**src/rtl/fp32_ctrl_pkg.sv**
```systemverilog
// Shared control types for the FP32 datapath sequencers.
// Pure declarations: no logic, no latency, no flow control.
package fp32_ctrl_pkg;

  localparam int CNT_WIDTH = 6;

  typedef enum logic [1:0] {
    CNT_IDLE = 2'd0,
    CNT_RUN  = 2'd1,
    CNT_DONE = 2'd2
  } cnt_state_t;

endpackage

```
**src/rtl/up_counter_6bit.sv**
```systemverilog
// Generic binary up-counter; clear has priority over enable, result visible one cycle later.
// No backpressure: the owner decides every cycle whether to clear, advance or hold.
module up_counter_6bit #(
  parameter int WIDTH = 6
) (
  input  logic             clk,
  input  logic             rst_n,
  input  logic             clr,
  input  logic             en,
  output logic [WIDTH-1:0] q
);

  always_ff @(posedge clk or negedge rst_n) begin
    if (!rst_n) begin
      q <= '0;
    end else if (clr) begin
      q <= '0;
    end else if (en) begin
      q <= q + 1'b1;
    end
  end

endmodule

```
**src/rtl/iter_up_counter.sv**
```systemverilog
// Iteration sequencer: start -> busy next cycle, final en -> done pulse next cycle.
// en stalls the sequence indefinitely; abort cancels from any state without a done pulse.
module iter_up_counter
  import fp32_ctrl_pkg::*;
#(
  parameter int WIDTH = CNT_WIDTH
) (
  input  logic             clk,
  input  logic             rst_n,
  input  logic             start,
  input  logic [WIDTH-1:0] limit,
  input  logic             en,
  input  logic             abort,
  output logic [WIDTH-1:0] count,
  output logic             busy,
  output logic             last,
  output logic             done
);

  cnt_state_t       state_q;
  cnt_state_t       state_d;
  logic [WIDTH-1:0] limit_q;
  logic             at_limit;
  logic             start_ok;
  logic             cnt_clr;
  logic             cnt_inc;

  assign at_limit = (count == limit_q);

  // start is only honoured outside RUN, and abort always wins over it
  assign start_ok = start && !abort && (state_q == CNT_IDLE || state_q == CNT_DONE);
  assign cnt_clr  = abort || start_ok;
  assign cnt_inc  = (state_q == CNT_RUN) && en && !at_limit && !abort;

  always_ff @(posedge clk or negedge rst_n) begin
    if (!rst_n) begin
      state_q <= CNT_IDLE;
    end else begin
      state_q <= state_d;
    end
  end

  always_ff @(posedge clk or negedge rst_n) begin
    if (!rst_n) begin
      limit_q <= '0;
    end else if (start_ok) begin
      limit_q <= limit;
    end
  end

  always_comb begin
    state_d = state_q;
    if (abort) begin
      state_d = CNT_IDLE;
    end else begin
      case (state_q)
        CNT_IDLE: if (start) state_d = CNT_RUN;
        CNT_RUN:  if (en && at_limit) state_d = CNT_DONE;
        CNT_DONE: state_d = start ? CNT_RUN : CNT_IDLE;
        default:  state_d = CNT_IDLE;
      endcase
    end
  end

  always_comb begin
    busy = 1'b0;
    last = 1'b0;
    done = 1'b0;
    case (state_q)
      CNT_RUN: begin
        busy = 1'b1;
        last = at_limit;
      end
      CNT_DONE: done = 1'b1;
      default: ;
    endcase
  end

  up_counter_6bit #(
    .WIDTH (WIDTH)
  ) u_cnt (
    .clk   (clk),
    .rst_n (rst_n),
    .clr   (cnt_clr),
    .en    (cnt_inc),
    .q     (count)
  );

endmodule

```
**config.mk**
```make
export PLATFORM = sky130hd
export DESIGN_NAME = iter_up_counter
export DESIGN_NICKNAME = d
export VERILOG_FILES = /design/src/rtl/fp32_ctrl_pkg.sv /design/src/rtl/up_counter_6bit.sv /design/src/rtl/iter_up_counter.sv
export SDC_FILE = /design/constraint.sdc
export NUM_CORES = 1
export LEC_CHECK = 0
export CORE_UTILIZATION = 50
export CTS_BUF_LIST = sky130_fd_sc_hd__clkbuf_16
export DETAILED_ROUTE_END_ITERATION = 8
export PLACE_DENSITY = 0.81
export SLEW_MARGIN = 40
export SYNTH_ARGS = -nofsm -noshare
export SYNTH_HDL_FRONTEND = slang
export SYNTH_SLANG_ARGS = --single-unit
```
**constraint.sdc**
```tcl
create_clock -name clk -period 2.4 [get_ports clk]
set_input_delay 0.6 -clock clk [delete_from_list [all_inputs] [get_ports clk]]
set_output_delay 0.6 -clock clk [all_outputs]
set_load 0.005 [all_outputs]
```
==> metrics.md <==
| Metric | Value |
|---|---|
| Status | `finished clean` |
| Yosys reg bits | `14` |
| Slew Viols, Final | `0` |
| Final nets | `110` |
| Die height | `approximately 42 um` |
| Antenna Nets Post-Route | `0` |
| Buf+Inv Stages, Crit Path | `1` |
| EDFF count, synth | `0` |
| Pwr Density | `653 nW/um2` |
| Normalized max-slew margin | `between 50 and 60%` |
| TNS Setup | `0 ns` |
| Achievable frequency | `454 MHz` |
| Worst Skew | `about 0.0038 ns` |
| Synth-to-Final Area Change | `44.5%` |
| Largest family of logic cells by synthesized area | `simple AND/OR/NAND/NOR gates` |
| Crit path cell chain | `xor2_2, nor4_4, and3_1, dlygate4sd2_1` |
| Least-Margin Pin Slew | `roughly 0.6 ns` |
| Place WS | `between 0.15 and 0.2 ns` |
| Slowest stage delay, CP | `around 0.4 ns` |
| Mux contribution to synthesized area | `15.0%` |
| R2R Setup Slk | `0.85 ns` |
| Worst-path clk slew | `0.05 ns` |
| DR iter-0 viols | `32` |
| # rows | `13` |
| Routed wire per std cell | `approximately 16 um` |
| Router iterations before antenna repair | `4` |
| Synth Area in Compound Gates | `under 10%` |
| Crit-path max FO | `3` |
| Count of final setup violators | `0` |
| Crit path kind | `flop to output pin` |
| Final HPWL DP | `1.21 mm` |
| Max VDD drop | `0.584 mV` |
| Top-area cell type share of the netlist area | `44.7%` |
| Asr flop ratio synth | `100%` |
| Share of layout cells above drive strength 1 | `22.7%` |
| Synth warn | `0` |
| Initial core utilization | `a little under three fifths` |
| Sink Count | `14` |
| Synthesized cell area | `between 700 and 800 um2` |
| Commonest cells in the netlist | `14 x dfrtp_1, 6 x mux2_2, 6 x xor2_1, 5 x mux2i_1, 5 x nand2_1` |
| DR DRC count | `0` |
| Vias | `664` |
| Final Hold Fails | `0` |
| Ports | `20` |
| CTS tree | `done` |
| RSZ-0062 raised after global routing | `false` |
| TritonCTS Buffers | `3` |
| Count leader, synth | `dfrtp_1` |
| Vias in the first global route | `about 650` |
| Design area | `1130 um2` |
| Core ar. | `between 1000 and 1500 um2` |
| Syn Area/Cell | `~12 um2` |
| Gate Count Post-Synth | `68` |
| Top Family by Delay on Critical Path | `simple AND/OR/NAND/NOR gates` |
| First-pass GRT wire length | `3.05 mm` |
| Vias per cell | `5.93` |
| Most area-consuming cells after synthesis | `dfrtp_1 45%, mux2_2 8.6%, xor2_1 6.7%` |
| Ant. Diodes | `0` |
| Post-synthesis simple-gate area fraction | `23.0%` |
| Die W | `around 42 um` |
| Post-synth top flop | `dfrtp_1` |
| Slowest CP cell | `dfrtp_1` |
| Clock tree buffer depth | `2` |
| Largest net degree at the start of global routing | `15` |
| Max-cap violation count | `0` |
| Synth area leader | `dfrtp_1` |
| Routability-driven placement congestion ratio | `0.802` |
| Unique masters post-synth | `25` |
| DP Area | `1030 um2` |
| Syn_nets | `80` |
| Final min period | `2.20 ns` |
| Clock insertion delay at the later pin of the skew report | `0.24 ns` |
| # hold bufs at CTS | `0` |
| Routed wire length | `1.77 mm` |
| Worst setup EP type | `output pin` |
| Tcrit/Tclk final | `91.8%` |
| Startpoint Class | `flop` |
| Overall power | `roughly 740 uW` |
| Seq/Total Area, Yosys | `roughly 45%` |
| GR Util All Layers | `23.8%` |
| H-tree levels | `1` |
| Worst EP required | `1.80 ns` |
| Hold crit path type | `flop to flop` |
| Die ar. | `1730 um2` |
| Adder-Cell Fraction of Synth Area | `1.59%` |
| Overflow after GRT | `0` |
| WP data arrival | `1.60 ns` |
| I/O Buffers | `19` |
| CTS Root Cell | `clkbuf_16` |
| LEAKAGE | `0.483 nW` |
| Hold WS | `0.522 ns` |
| Synth Area in XOR/XNOR | `6.70%` |
| Worst setup margin | `0.198 ns` |
| Initial antenna violation count | `0` |
[repair_timing]
item                                   CTS  global route
endpoints found under the hold margin    0             0
setup endpoints to repair                1             0
gates resized for setup                  4             0
setup buffers                            1             0
[power by group]
part | internal (mW) | switching [mW]
Combinational | 0.0754 | 0.0722
Clock | 0.220 | 0.0925
Sequential | 0.261 | 0.0194
[layer usage]
layer	global-route usage (%)	wire length [um]	vias up
met5	0	0	-
met4	11.0	24	0
met3	4.35	99	6
met2	38.8	876	32
met1	30.6	768	317
li1	-	-	309
[flip-flops by register name, summed over array words and instances, names as in the netlist]
register and cells:
limit_q 6, state_q 2, u_cnt.q 6
[logic make-up (layout without fill, tap and decap cells)]
family,Yosys count,after routing
DFF,14,14
AOI/OAI and AO/OA,8,8
xor gates and xnor gates,6,6
buffers and inverters,2,31
and+or+nand+nor,26,26
muxes,11,11
adders and majority gates,1,1
[metrics by stage]
step | cells | util [%]
floorplan | 68 | -
global placement | 107 | 74.6
detailed placement | 107 | 74.6
CTS | 112 | 82.0
global route | 112 | 82.0
finish | 112 | 82.0
[layout make-up]
type	count	area [um2]
clock buffers	3	75.1
repair buffers	25	234
flip-flops and latches	14	352
inverters	2	7.51
multi-input cells	52	443
well taps	15	18.8
clock inverters	1	3.75
fillers	88	249
[final timing paths]
kind,endpoint,startpoint,cells past startpoint
max reg2reg,u_cnt.q[2],u_cnt.q[3],5
min in group asynchronous,limit_q[1],rst_n,1
min reg2reg,limit_q[3],limit_q[3],1
max,last,limit_q[1],4
max in group asynchronous,u_cnt.q[1],rst_n,1
min,limit_q[3],limit_q[3],1
[layout by cell type, fill, tap and decap left out, types with 2 or more instances in the layout]
master           synthesis  layout
clkdlybuf4s50_1          0      18
dfrtp_1                 14      13
mux2_2                   6       6
buf_4                    0       6
xor2_1                   6       5
nand2_1                  5       5
mux2i_1                  5       5
a31oi_1                  4       4
nor2b_1                  3       3
nor2_1                   3       3
clkbuf_16                0       3
inv_1                    2       2
and2_1                   2       2
or3_1                    2       2
nand4_1                  2       2
nand3_1                  2       2
(Power assumes the default switching activity.)
